--- src/rtl/cla_adder.sv ---
// cla_adder: two's-complement carry-lookahead adder with one output register stage.
//
// The combinational core works in two levels:
//   - 4-bit blocks, each with flattened sum-of-products carries and group G/P terms
//   - a second-level unit that gives the carry into every block from G/P and cin
// Neither level ripples.
//
// Ports:
//   clk   - rising-edge clock
//   rst   - synchronous active-high reset; clears sum, cout and of
//   a, b  - WIDTH-bit operands, two's complement
//   cin   - carry-in at bit 0
//   sum   - registered (a + b + cin) mod 2^WIDTH
//   cout  - registered unsigned carry out of bit WIDTH-1
//   of    - registered signed overflow (carry into MSB xor carry out of MSB)
//
// WIDTH must be a multiple of 4.
module cla_adder #(
   parameter int unsigned WIDTH = 32
) (
   input  logic             clk,
   input  logic             rst,
   input  logic [WIDTH-1:0] a,
   input  logic [WIDTH-1:0] b,
   input  logic             cin,
   output logic [WIDTH-1:0] sum,
   output logic             cout,
   output logic             of
);

   localparam int unsigned NumBlk = WIDTH / 4;

   logic [WIDTH-1:0] g;
   logic [WIDTH-1:0] p;
   logic [NumBlk-1:0] grp_g;
   logic [NumBlk-1:0] grp_p;
   logic [NumBlk:0]   blk_c;   // blk_c[j] is the carry into block j
   logic [WIDTH:0]    c;       // c[i] is the carry into bit i

   logic [WIDTH-1:0] sum_d, sum_q;
   logic             cout_d, cout_q;
   logic             of_d, of_q;

   assign g = a & b;
   assign p = a ^ b;

   // Group generate/propagate for each 4-bit block.
   always_comb begin
      grp_g = '0;
      grp_p = '0;
      for (int j = 0; j < int'(NumBlk); j++) begin
         grp_g[j] = g[4*j+3]
                  | (p[4*j+3] & g[4*j+2])
                  | (p[4*j+3] & p[4*j+2] & g[4*j+1])
                  | (p[4*j+3] & p[4*j+2] & p[4*j+1] & g[4*j]);
         grp_p[j] = p[4*j+3] & p[4*j+2] & p[4*j+1] & p[4*j];
      end
   end

   // Second-level lookahead: each block carry is an independent OR of product terms
   // built only from group G/P and cin, so no block waits on its neighbour's carry.
   always_comb begin
      logic prod;
      logic acc;
      blk_c    = '0;
      blk_c[0] = cin;
      for (int j = 1; j <= int'(NumBlk); j++) begin
         prod = cin;
         for (int m = 0; m < j; m++) begin
            prod = prod & grp_p[m];
         end
         acc = prod;
         for (int k = 0; k < j; k++) begin
            prod = grp_g[k];
            for (int m = k + 1; m < j; m++) begin
               prod = prod & grp_p[m];
            end
            acc = acc | prod;
         end
         blk_c[j] = acc;
      end
   end

   // Bit carries inside each block, two-level form from the block carry-in.
   always_comb begin
      c = '0;
      for (int j = 0; j < int'(NumBlk); j++) begin
         c[4*j]   = blk_c[j];
         c[4*j+1] = g[4*j] | (p[4*j] & blk_c[j]);
         c[4*j+2] = g[4*j+1]
                  | (p[4*j+1] & g[4*j])
                  | (p[4*j+1] & p[4*j] & blk_c[j]);
         c[4*j+3] = g[4*j+2]
                  | (p[4*j+2] & g[4*j+1])
                  | (p[4*j+2] & p[4*j+1] & g[4*j])
                  | (p[4*j+2] & p[4*j+1] & p[4*j] & blk_c[j]);
      end
      c[WIDTH] = blk_c[NumBlk];
   end

   always_comb begin
      sum_d  = p ^ c[WIDTH-1:0];
      cout_d = c[WIDTH];
      of_d   = c[WIDTH] ^ c[WIDTH-1];
   end

   always_ff @(posedge clk) begin
      if (rst) begin
         sum_q  <= '0;
         cout_q <= 1'b0;
         of_q   <= 1'b0;
      end else begin
         sum_q  <= sum_d;
         cout_q <= cout_d;
         of_q   <= of_d;
      end
   end

   assign sum  = sum_q;
   assign cout = cout_q;
   assign of   = of_q;

endmodule

--- config.mk ---
export PLATFORM = sky130hd
export DESIGN_NAME = cla_adder
export DESIGN_NICKNAME = d
export VERILOG_FILES = /design/src/rtl/cla_adder.sv
export SDC_FILE = /design/constraint.sdc
export NUM_CORES = 1
export LEC_CHECK = 0
export CORE_MARGIN = 5
export CORE_UTILIZATION = 46
export DETAILED_ROUTE_END_ITERATION = 7
export GPL_TIMING_DRIVEN = 1
export PLACE_DENSITY = 0.93
export SLEW_MARGIN = 20
export SYNTH_ARGS = -nofsm -noshare
export SYNTH_HDL_FRONTEND = slang
export SYNTH_SLANG_ARGS = --single-unit
--- constraint.sdc ---
create_clock -name clk -period 7 [get_ports clk]
set_input_delay 2.1 -clock clk [delete_from_list [all_inputs] [get_ports clk]]
set_output_delay 2.1 -clock clk [all_outputs]
set_load 0.02 [all_outputs]
==> metrics.txt <==
# TYPE chip_impl_metric gauge
chip_impl_metric{name="route.antenna.remaining_nets",unit=""} 0
chip_impl_metric{name="finalWorstSetupSlack",unit="ns"} 2.24
chip_impl_metric{name="fin_tns_setup",unit="ns"} 0
chip_impl_metric{name="area_of_the_die",unit="um^2"} 6720
chip_impl_info{name="rsz0062_at_grt",value="no"} 1
chip_impl_metric{name="final-max-slew-violation-count",unit=""} 0
chip_impl_metric{name="wl_per_cell",unit="um"} 14.5
chip_impl_metric{name="finalHoldViolations",unit=""} 0
chip_impl_metric{name="globalplace.congestion",unit=""} 0.798
chip_impl_info{name="timing.critical_path.cells",value="clkdlybuf4s50_1 > ha_1 > a211o_1 > and2_4 > a21o_1 > a2bb2oi_2 > a21oi_1 > o21a_1 > or2_1 > fa_1 > xnor2_1 > nor2_1"} 1
chip_impl_metric{name="worst-endpoint-required",unit="ns"} 7.14
chip_impl_metric{name="routed_via_density",unit=""} 5.30
chip_impl_metric{name="synth_enable_flop_cells",unit=""} 0
chip_impl_metric{name="number_of_top_level_pins",unit=""} 101
chip_impl_info{name="synth_commonest_cells",value="dfxtp_1 (34), ha_1 (32), nor2_1 (26), a21oi_1 (16), nor3_1 (14)"} 1
chip_impl_metric{name="setup_viol",unit=""} 0
chip_impl_metric{name="p_per_area",unit="nW/um^2"} 183
chip_impl_info{name="clockRootBuffer",value="clkbuf_8"} 1
chip_impl_metric{name="hold_fix_buffer_count_after_cts",unit=""} 0
chip_impl_info{name="outcome",value="finished clean"} 1
chip_impl_metric{name="routed_wl",unit="um"} 6150
chip_impl_metric{name="max_cap_viol_count",unit=""} 0
chip_impl_info{name="hold_path.class",value="in2reg"} 1
chip_impl_info{name="timing.critical_path.to_type",value="flip-flop"} 1
chip_impl_metric{name="sequential_share_of_the_synthesized_area",unit=""} 0.286
chip_impl_metric{name="syn-mean-instance-area",unit="um^2"} 9.45
chip_impl_metric{name="worstPathMaxFanout",unit=""} 5
chip_impl_metric{name="fmaxAchievable",unit="MHz"} 210
chip_impl_metric{name="cts_buffers",unit=""} 5
chip_impl_metric{name="floorplan.die.width",unit="um"} 82.0
chip_impl_metric{name="die_h",unit="um"} 82.0
chip_impl_metric{name="route.vias.total",unit=""} 2252
chip_impl_info{name="synth_most_common_cell",value="dfxtp_1"} 1
chip_impl_info{name="category_of_the_critical_setup_timing_path",value="in2reg"} 1
chip_impl_info{name="synth.top_cells.by_area",value="dfxtp_1 (29%), ha_1 (17%), fa_1 (6.7%), nor2_1 (4.1%), a21o_1 (3.8%)"} 1
chip_impl_metric{name="period_share",unit=""} 0.680
chip_impl_metric{name="timing_worst_slew_pin_value",unit="ns"} 0.776
chip_impl_metric{name="critical_path.max_stage_delay",unit="ns"} 0.42
chip_impl_metric{name="first_pass_grt_wire_length",unit="um"} 9990
chip_impl_info{name="critPathLaunchType",value="input pin"} 1
chip_impl_metric{name="clockBufferDepth",unit=""} 2
chip_impl_metric{name="drt_first_pass_iters",unit=""} 4
chip_impl_metric{name="finish.net_count",unit=""} 461
chip_impl_metric{name="first_global_vias",unit=""} 2317
chip_impl_metric{name="synth_warn",unit=""} 0
chip_impl_metric{name="clk_pin_slew",unit="ns"} 0.07
chip_impl_metric{name="portion_of_synthesized_cell_area_occupied_by_the_leading_cell_type",unit=""} 0.286
chip_impl_metric{name="place_hpwl",unit="um"} 5130
chip_impl_metric{name="fp-row-count",unit=""} 26
chip_impl_metric{name="grt_max_degree",unit=""} 45
chip_impl_info{name="critical_path.slowest_cell",value="clkdlybuf4s50_1"} 1
chip_impl_metric{name="cts_max_level",unit=""} 2
chip_impl_info{name="ys_dominant_reg_cell",value="dfxtp_1"} 1
chip_impl_metric{name="vdd_drop_max",unit="mV"} 0.0978
chip_impl_metric{name="post_synth_num_cell_types",unit=""} 47
chip_impl_metric{name="cts_resized",unit=""} 0
chip_impl_metric{name="postSynth.asyncResetShare",unit=""} 0
chip_impl_metric{name="slew_headroom",unit=""} 0.483
chip_impl_metric{name="pre_cts_slack",unit="ns"} 1.93
chip_impl_metric{name="synth_fp_nets",unit=""} 359
chip_impl_metric{name="synthCells",unit=""} 252
chip_impl_metric{name="clock_sinks",unit=""} 34
chip_impl_metric{name="nFillCells",unit=""} 431
chip_impl_metric{name="grt_overflow",unit=""} 0
chip_impl_metric{name="num_antenna_cells",unit=""} 0
chip_impl_metric{name="start_util",unit=""} 0.469
chip_impl_metric{name="layout-area-overhead-vs-synth",unit="%"} 48.2
chip_impl_metric{name="static-leakage-power",unit="uW"} 0.00148
chip_impl_metric{name="post_cts.repair.setup_buffers",unit=""} 0
chip_impl_metric{name="drt_drc_violations_left",unit=""} 0
chip_impl_metric{name="postSynthRegisterBits",unit=""} 34
chip_impl_metric{name="grt_antenna_before_repair",unit=""} 0
chip_impl_info{name="synth_largest_area_cell",value="dfxtp_1"} 1
chip_impl_metric{name="drt_first_iter_violations",unit=""} 63
chip_impl_metric{name="placeable_core_region",unit="um^2"} 5070
chip_impl_metric{name="syn-cell-area",unit="um^2"} 2380
chip_impl_metric{name="placement.io_buffers",unit=""} 100
chip_impl_metric{name="drive_above_1_share",unit=""} 0.0563
chip_impl_metric{name="arrival",unit="ns"} 4.90
chip_impl_metric{name="finalWorstPathRequiredPeriod",unit="ns"} 4.76
chip_impl_info{name="tritoncts",value="built"} 1
chip_impl_metric{name="track_usage",unit=""} 0.191
-- cells in the final DEF, fill, tap and decap left out, types with 8 or more instances in the layout --
| master | count |
|---|---|
| nor3_1 | 14 |
| nor2_1 | 26 |
| nand2_1 | 12 |
| fa_1 | 8 |
| inv_1 | 8 |
| clkdlybuf4s50_1 | 99 |
| dfxtp_1 | 34 |
| a21oi_1 | 16 |
| ha_1 | 32 |
| xnor2_1 | 10 |
| a21o_1 | 12 |
| nor2b_1 | 10 |
-- flip-flops by register name (all words and copies together) (netlist names) --
name  flops
cout      1
of        1
sum      32
-- layout make-up --
class                      count  area [um^2]  area share
clock inverter                 1         5.00     0.00142
tap                           70         87.6      0.0248
clock buffer                   7         86.3      0.0245
sequential                    34          681       0.193
multi-input combinational    205         1650       0.466
inverter                       8         30.0     0.00850
timing repair buffer         100          996       0.282
-- per-layer routing --
layer  vias to the layer above  share of wire  global-route usage
met5                         -              0                   0
met4                         0          0.029              0.0831
met3                        20          0.093              0.0647
met2                        89           0.52               0.357
met1                      1026           0.36               0.189
li1                       1117              -                   -
-- power breakdown --
part | leakage (uW) | switching, uW | internal [uW]
clock | 0.0000482 | 70.8 | 79.4
sequential | 0.000283 | 6.91 | 220
combinational | 0.00115 | 130 | 141
-- stage by stage --
step	hold slack [ns]	total power [uW]	area [um^2]	std cells	util
2_1_floorplan	2.29	385	2380	252	-
3_3_place_gp	2.66	492	3440	417	0.678
3_5_place_dp	2.68	502	3440	417	0.678
4_1_cts	2.38	654	3530	425	0.696
5_1_grt	2.42	692	3530	425	0.696
6_report	2.38	647	3530	425	0.696
-- path summary, 6_finish.rpt --
path	start	end	slack, ns	depth (start not counted)
max	a[0]	sum[29]	2.24	12
min	rst	sum[29]	2.38	2
-- cells by family (layout without fill, tap and decap cells) --
group                    after synthesis  count (layout)  share of synthesized area
AO/OA/AOI/OAI                         66              66                      0.209
XOR/XNOR                              13              13                     0.0478
adder cells (fa/ha/maj)               40              40                      0.235
buffers and inverters                 13             116                     0.0236
flip-flops                            34              34                      0.286
multiplexers                           4               4                     0.0215
AND/OR/NAND/NOR                       82              82                      0.177
-- worst max-delay path, delay by kind of cell --
| kind | cells | cell delay [ns] |
|---|---|---|
| simple gates | 3 | 0.42 |
| xor+xnor | 1 | 0.16 |
| fa+ha+maj | 2 | 0.69 |
| compound gates | 5 | 1.12 |
| buf+inv | 1 | 0.42 |
No activity file was read; power rests on OpenSTA's default activity.
